**config.mk**
```make
export PLATFORM = sky130hd
export DESIGN_NAME = baud_tick_gen_frac
export DESIGN_NICKNAME = d
export VERILOG_FILES = /design/src/rtl/uart_pkg.sv /design/src/rtl/tick_frac_divider.sv /design/src/rtl/baud_tick_gen_frac.sv
export SDC_FILE = /design/constraint.sdc
export NUM_CORES = 1
export LEC_CHECK = 0
export BUFFER_PORTS_ARGS = -buffer_cell sky130_fd_sc_hd__buf_2
export CAP_MARGIN = 20
export CORE_MARGIN = 3
export CORE_UTILIZATION = 45
export DETAILED_ROUTE_END_ITERATION = 10
export PLACE_DENSITY = 0.74
export SLEW_MARGIN = 20
export SYNTH_ARGS = -nofsm -noshare
export SYNTH_HDL_FRONTEND = slang
export SYNTH_HIERARCHICAL = 1
export SYNTH_SLANG_ARGS = --single-unit
```
**constraint.sdc**
```tcl
create_clock -name clk_i -period 4.3 [get_ports clk_i]
set_input_delay 0.43 -clock clk_i [delete_from_list [all_inputs] [get_ports clk_i]]
set_output_delay 0.43 -clock clk_i [all_outputs]
set_load 0.005 [all_outputs]
```
**src/rtl/uart_pkg.sv**
```systemverilog
`default_nettype none
// ============================================================================
//  Module   : uart_pkg
//  Brief    : Shared types and constants for the UART baud tick generator:
//             controller state encoding, reset divisor, and the baud code
//             to fixed-point divisor table used by the CSR decode.
//  Revision : 1.0 - initial release
// ============================================================================
package uart_pkg;

  // Controller states of the tick generator.
  typedef enum logic [1:0] {
    ST_OFF  = 2'd0,
    ST_RUN  = 2'd1,
    ST_PEND = 2'd2
  } tick_state_e;

  // 325.5 clocks per oversample tick: 9600 baud x16 from a 50 MHz clock.
  localparam int DEF_DIV_INT  = 325;
  localparam int DEF_DIV_FRAC = 8;

  // Divisor format carried by the baud code table (12.4 fixed point).
  localparam int BR_DIV_INT_W  = 12;
  localparam int BR_DIV_FRAC_W = 4;

  typedef enum logic [2:0] {
    BR_9600   = 3'd0,
    BR_19200  = 3'd1,
    BR_38400  = 3'd2,
    BR_57600  = 3'd3,
    BR_115200 = 3'd4
  } br_code_e;

  typedef struct packed {
    logic [BR_DIV_INT_W-1:0]  div_int;
    logic [BR_DIV_FRAC_W-1:0] div_frac;
  } br_div_t;

  // Baud code to divisor for a 50 MHz clock and x16 oversampling.
  function automatic br_div_t br_decode(input br_code_e code);
    br_div_t d;
    case (code)
      BR_9600:   d = '{div_int: 12'd325, div_frac: 4'd8};   // 325.500
      BR_19200:  d = '{div_int: 12'd162, div_frac: 4'd12};  // 162.750
      BR_38400:  d = '{div_int: 12'd81,  div_frac: 4'd6};   //  81.375
      BR_57600:  d = '{div_int: 12'd54,  div_frac: 4'd4};   //  54.250
      BR_115200: d = '{div_int: 12'd27,  div_frac: 4'd2};   //  27.125
      default:   d = '{div_int: 12'd325, div_frac: 4'd8};
    endcase
    return d;
  endfunction

endpackage
`default_nettype wire

```
**src/rtl/tick_frac_divider.sv**
```systemverilog
`default_nettype none
// ============================================================================
//  Module   : tick_frac_divider
//  Brief    : Fixed-point clock divider. Counts clocks up to the current
//             period and emits rx_tick; a fractional accumulator stretches
//             the period by one clock whenever it carries out, so the mean
//             period equals div_int + div_frac / 2^DIV_FRAC_W.
//  Revision : 1.0 - initial release
// ============================================================================
module tick_frac_divider
  import uart_pkg::*;
#(
  parameter int DIV_INT_W  = 12,
  parameter int DIV_FRAC_W = 4
) (
  input  logic                  clk_i,
  input  logic                  reset_i,
  input  logic                  run_i,
  input  logic                  load_i,
  input  logic [DIV_INT_W-1:0]  div_int_i,
  input  logic [DIV_FRAC_W-1:0] div_frac_i,
  output logic                  rx_tick_o
);

  localparam logic [DIV_INT_W:0] C_ONE = {{DIV_INT_W{1'b0}}, 1'b1};

  // One extra bit so a stretched period of div_int+1 cannot overflow.
  logic [DIV_INT_W:0]  cnt_q, cnt_d;
  logic [DIV_FRAC_W-1:0] acc_q, acc_d;
  logic                carry_q, carry_d;
  logic [DIV_INT_W:0]  period;
  logic [DIV_INT_W:0]  last;
  logic [DIV_FRAC_W:0] acc_sum;
  logic                match;

  assign period  = {1'b0, div_int_i} + {{DIV_INT_W{1'b0}}, carry_q};
  assign last    = period - C_ONE;
  assign match   = (cnt_q == last);
  assign acc_sum = {1'b0, acc_q} + {1'b0, div_frac_i};

  // Tick is a decode of the registered count; run_i is itself registered.
  assign rx_tick_o = run_i & match;

  // Next count / accumulator: clear on load, wrap and accumulate on a tick.
  always_comb begin
    cnt_d   = cnt_q;
    acc_d   = acc_q;
    carry_d = carry_q;
    if (load_i) begin
      cnt_d   = '0;
      acc_d   = '0;
      carry_d = 1'b0;
    end else if (run_i) begin
      if (match) begin
        cnt_d   = '0;
        acc_d   = acc_sum[DIV_FRAC_W-1:0];
        carry_d = acc_sum[DIV_FRAC_W];
      end else begin
        cnt_d = cnt_q + C_ONE;
      end
    end
  end

  // Counter state registers.
  always_ff @(posedge clk_i or posedge reset_i) begin
    if (reset_i) begin
      cnt_q   <= '0;
      acc_q   <= '0;
      carry_q <= 1'b0;
    end else begin
      cnt_q   <= cnt_d;
      acc_q   <= acc_d;
      carry_q <= carry_d;
    end
  end

endmodule
`default_nettype wire

```
**src/rtl/baud_tick_gen_frac.sv**
```systemverilog
`default_nettype none
// ============================================================================
//  Module   : baud_tick_gen_frac
//  Brief    : Fractional baud tick generator. Produces an oversample tick and
//             a bit tick from a programmable fixed-point divisor. New divisors
//             arrive over a valid/ready handshake and, while running, are held
//             in a shadow register until the next bit boundary.
//  Revision : 1.0 - initial release
// ============================================================================
module baud_tick_gen_frac
  import uart_pkg::*;
#(
  parameter int DIV_INT_W    = 12,
  parameter int DIV_FRAC_W   = 4,
  parameter int OVERSAMPLE   = 16,
  parameter int OS_W         = $clog2(OVERSAMPLE),
  parameter int RST_DIV_INT  = DEF_DIV_INT,
  parameter int RST_DIV_FRAC = DEF_DIV_FRAC
) (
  input  logic                  clk_i,
  input  logic                  reset_i,
  input  logic                  en_i,
  input  logic                  restart_i,
  input  logic                  cfg_valid_i,
  output logic                  cfg_ready_o,
  input  logic [DIV_INT_W-1:0]  cfg_div_int_i,
  input  logic [DIV_FRAC_W-1:0] cfg_div_frac_i,
  output logic                  cfg_err_o,
  output logic                  rx_tick_o,
  output logic                  tx_tick_o,
  output logic [OS_W-1:0]       os_phase_o
);

  localparam logic [DIV_INT_W-1:0]  C_RST_INT  = DIV_INT_W'(RST_DIV_INT);
  localparam logic [DIV_FRAC_W-1:0] C_RST_FRAC = DIV_FRAC_W'(RST_DIV_FRAC);
  localparam logic [DIV_INT_W-1:0]  C_MIN_DIV  = DIV_INT_W'(2);
  localparam logic [OS_W-1:0]       C_OS_LAST  = OS_W'(OVERSAMPLE - 1);
  localparam logic [OS_W-1:0]       C_OS_ONE   = OS_W'(1);

  tick_state_e state_q, state_d;

  logic [DIV_INT_W-1:0]  act_int_q, act_int_d;
  logic [DIV_FRAC_W-1:0] act_frac_q, act_frac_d;
  logic [DIV_INT_W-1:0]  shd_int_q, shd_int_d;
  logic [DIV_FRAC_W-1:0] shd_frac_q, shd_frac_d;
  logic [OS_W-1:0]       os_q, os_d, os_next;
  logic                  err_q, err_d;

  logic handshake;
  logic cfg_ok;
  logic accept;
  logic clear;
  logic run;
  logic div_tick;

  assign cfg_ready_o = (state_q != ST_PEND);
  assign handshake   = cfg_valid_i & cfg_ready_o;
  assign cfg_ok      = (cfg_div_int_i >= C_MIN_DIV);
  assign accept      = handshake & cfg_ok;
  assign run         = (state_q != ST_OFF);
  assign os_next     = (os_q == C_OS_LAST) ? '0 : (os_q + C_OS_ONE);

  // Both ticks decode registered state only; the divider gates on run.
  assign rx_tick_o  = div_tick;
  assign tx_tick_o  = div_tick & (os_q == C_OS_LAST);
  assign os_phase_o = os_q;
  assign cfg_err_o  = err_q;

  tick_frac_divider #(
    .DIV_INT_W  (DIV_INT_W),
    .DIV_FRAC_W (DIV_FRAC_W)
  ) u_div (
    .clk_i      (clk_i),
    .reset_i    (reset_i),
    .run_i      (run),
    .load_i     (clear),
    .div_int_i  (act_int_q),
    .div_frac_i (act_frac_q),
    .rx_tick_o  (div_tick)
  );

  // Next state, divisor selection and phase counter. Any clear of the
  // counters also discards the tick decoded in that cycle: the phase goes
  // to 0 instead of advancing and the divider reloads.
  always_comb begin
    state_d    = state_q;
    act_int_d  = act_int_q;
    act_frac_d = act_frac_q;
    shd_int_d  = shd_int_q;
    shd_frac_d = shd_frac_q;
    os_d       = os_q;
    clear      = 1'b0;
    err_d      = handshake & ~cfg_ok;

    case (state_q)
      ST_OFF: begin
        clear = 1'b1;
        if (accept) begin
          act_int_d  = cfg_div_int_i;
          act_frac_d = cfg_div_frac_i;
        end
        if (en_i) state_d = ST_RUN;
      end

      ST_RUN: begin
        if (!en_i || restart_i) begin
          // Counters restart, so a new divisor can take effect right away.
          clear = 1'b1;
          if (!en_i) state_d = ST_OFF;
          if (accept) begin
            act_int_d  = cfg_div_int_i;
            act_frac_d = cfg_div_frac_i;
          end
        end else begin
          if (accept) begin
            shd_int_d  = cfg_div_int_i;
            shd_frac_d = cfg_div_frac_i;
            state_d    = ST_PEND;
          end
          if (div_tick) os_d = os_next;
        end
      end

      ST_PEND: begin
        if (!en_i || restart_i || tx_tick_o) begin
          // Bit boundary (or forced re-phase): swap in the shadow divisor.
          clear      = 1'b1;
          act_int_d  = shd_int_q;
          act_frac_d = shd_frac_q;
          state_d    = en_i ? ST_RUN : ST_OFF;
        end else if (div_tick) begin
          os_d = os_next;
        end
      end

      default: begin
        clear   = 1'b1;
        state_d = ST_OFF;
      end
    endcase

    if (clear) os_d = '0;
  end

  // Controller state registers.
  always_ff @(posedge clk_i or posedge reset_i) begin
    if (reset_i) begin
      state_q    <= ST_OFF;
      act_int_q  <= C_RST_INT;
      act_frac_q <= C_RST_FRAC;
      shd_int_q  <= C_RST_INT;
      shd_frac_q <= C_RST_FRAC;
      os_q       <= '0;
      err_q      <= 1'b0;
    end else begin
      state_q    <= state_d;
      act_int_q  <= act_int_d;
      act_frac_q <= act_frac_d;
      shd_int_q  <= shd_int_d;
      shd_frac_q <= shd_frac_d;
      os_q       <= os_d;
      err_q      <= err_d;
    end
  end

endmodule
`default_nettype wire
```
==> impl_metrics.yaml <==
outcome:
  status: "complete, no violations"
cts:
  ctsResizeCount: 0
  htreeDepth: 3
  cts_buffers: 9
  cts.path.max_buffers: 2
  cts_hold_buf: 0
  cts.sinks: 57
  clk_latency_ps: 340
  post-cts-setup-buffers: 0
  root_buffer: "clkbuf_8"
  path_clk_slew_ps: 70
  cts_tree: "done"
finish:
  final_util: 0.5297
  multi_input_area_um2: 2118
  diodes: 0
  syn_to_final_growth_pct: 12.61
  drive_gt1_frac: 0.3087
  fill_cells: 709
  nets: 421
  layout_common_cells: "47 x dfrtp_1, 38 x mux2_2, 28 x buf_2"
  mostFrequentLayoutCell: "dfrtp_1"
  final_area_um2: 4156
  regArea_um2: 1439
worst_hold_path:
  hp-class: "primary input to async pin"
synth:
  synth_seq_area_share: 0.3898
  synth_cell_types: 60
  async_flop_share: 1.000
  synth_warnings: 6
  synth_area_per_cell_um2: 10.31
  postSynthCellCount: 358
  synth_edf_count: 0
  synth_nets: 392
  netlist_area_um2: 3691
  yosys_most_used_dff: "dfrtp_1"
  synth-seq-cells: 57
critical_path:
  end_kind: "flop"
  worstPathArrival_ps: 4160
  worst-path-max-fanout: 37
  crit_type: "flop to flop"
  startpoint_type: "flop"
  worst_ep_required_time_ps: 4500
  rr_startpoint: "act_int_q[0]"
  reg2reg_depth: 17
  r2r_slack_ps: 340
  rr_endpoint: "u_div/cnt_q[7]"
timing:
  min_period_ps: 3963
  setup_viol: 0
  finalHoldViolCount: 0
  slew_viol_final: 0
  max_freq_mhz: 252.4
  hold-worst-slack_ps: 201.6
  maxSlewHeadroom: 0.3516
  clock_skew_ps: 8.659
  worstMarginPinSlew_ps: 972.6
  period_share: 0.9215
global_routing:
  grt_max_degree: 40
  grt_overflow_total: 0
  grt_use_total: 0.1865
  antenna_found_initial: 0
  grt_pass1_vias: 2861
  grt_first_pass_wirelength_um: 13650
detailed_routing:
  routed.top_layer: "met4"
  wl_met3_um: 308
  wl_met2_um: 3733
  post_drt_wl_per_cell_um: 15.80
  wl_met1_um: 3703
  drt_iter0_markers: 203
  drtPass1Iterations: 4
  ant_nets: 0
  num_vias: 2852
  via_per_inst: 5.773
  drc: 0
  totalWireLength_um: 7803
power:
  p_per_area_nw_per_um2: 579.8
  p_leak_uw: 0.001722
  ir_drop_mv: 0.3105
floorplanning:
  die_height_um: 96.57
  io_pins: 29
  start_util: 0.4703
  dieArea_um2: 9325
  die_x_um: 96.57
  rows: 32
  core_area_um2: 7848
placed_design:
  placed_area_um2: 3941
  dp_hpwl_um: 5533
  port_buffers: 28
  gp_congestion: 0.8536
run:
  max-cap-violations: 0
## cell usage after synthesis, drive strengths merged, types with 2 or more instances
cell type / n / area (µm²)
a211oi: 2 / 20.02
a21o: 2 / 15.01
a21oi: 14 / 70.07
a311oi: 2 / 17.52
a32o: 3 / 30.03
and3: 4 / 25.02
and3b: 2 / 17.52
buf: 6 / 48.80
clkbuf: 12 / 45.04
dfrtp: 47 / 1176
dfstp: 10 / 262.8
ha: 12 / 150.1
inv: 15 / 56.30
mux2: 52 / 619.3
mux2i: 2 / 20.02
nand2: 19 / 71.32
nand2b: 15 / 93.84
nand3: 5 / 25.02
nand4: 4 / 25.02
nor2: 24 / 90.09
nor2b: 9 / 56.30
nor3: 10 / 50.05
nor3b: 2 / 15.01
nor4: 6 / 58.80
nor4b: 8 / 70.07
o21ai: 14 / 70.06
o221ai: 2 / 17.52
o22ai: 2 / 12.51
o311ai: 3 / 26.28
o31a: 2 / 17.52
o31ai: 4 / 30.03
o32ai: 7 / 61.31
or2: 2 / 12.51
or3: 3 / 18.77
or4: 4 / 37.53
xnor2: 6 / 52.55
xor2: 9 / 78.83
## final cells by class
| type | count | area share |
|---|---|---|
| Inverter | 15 | 0.01355 |
| Tap cell | 102 | 0.03070 |
| Sequential cell | 57 | 0.3462 |
| Clock buffer | 9 | 0.02980 |
| Multi-Input combinational cell | 268 | 0.5096 |
| Timing Repair Buffer | 36 | 0.05117 |
| Clock inverter | 7 | 0.01896 |
## critical path, stage by stage, from the launching register on
cell and delay [ps]:
dfstp_2 540, inv_1 50, ha_1 210, ha_1 220
nor2b_1 150, o31a_1 260, a2111oi_2 410, o211ai_2 140
or4_1 540, nor2_2 150, and4_1 280, nor2_1 70
o21ai_2 160, buf_12 210, nand2b_1 140, nor2_1 50
o32ai_1 120, o21ai_0 120
## cells by family after synthesis
logic type,count (synthesis),share of synthesized area
AND/OR/NAND/NOR,120,0.1878
AO/OA/AOI/OAI,66,0.1268
flip-flops,57,0.3898
multiplexers,54,0.1732
buffers and inverters,33,0.04068
XOR/XNOR,15,0.03559
adder cells (fa/ha/maj),13,0.04610
## per-layer routing
layer / GRT usage / vias to the layer above
met4: 0.04322 / 0
met1: 0.2458 / 1415
li1: - / 1377
met3: 0.04957 / 6
met2: 0.3075 / 54
met5: 0 / -
## stage by stage
| stage | total power [µW] | std cells | setup WS [ps] | TNS (ps) |
|---|---|---|---|---|
| after CTS | 2404 | 494 | 254.6 | 0 |
| final | 2410 | 494 | 337.4 | 0 |
| after global placement | 1847 | 478 | 410.5 | 0 |
| after detailed placement | 1891 | 478 | 243.1 | 0 |
| after floorplan | 1632 | 358 | 3.203 | 0 |
| after global routing | 2587 | 494 | -2.431 | -2.431 |
## where the power goes
group	internal, µW	switching, µW	leakage (µW)
clock network	271	237	0.0000921
registers	736	165	0.000713
logic	475	526	0.000917
total	1480	928	0.00172
## sequential cells by signal (all words and copies together), names as in the netlist
signal / flops
act_frac_q: 4
act_int_q: 12
cfg_err_o: 1
os_phase_o: 4
shd_frac_q: 4
shd_int_q: 12
state_q: 2
u_div/acc_q: 4
u_div/carry_q: 1
u_div/cnt_q: 13
## how the worst max path moves through the flow
stage / to / from / cells after the start
after global routing: u_div/cnt_q[10] / act_int_q[0] / 17
after detailed placement: act_int_q[1] / act_int_q[0] / 14
after CTS: act_int_q[1] / act_int_q[0] / 14
after global placement: act_frac_q[0] / u_div/carry_q / 13
final: u_div/cnt_q[7] / act_int_q[0] / 17
after floorplan: act_frac_q[0] / act_int_q[0] / 15
Power figures use the tool's default switching activity.
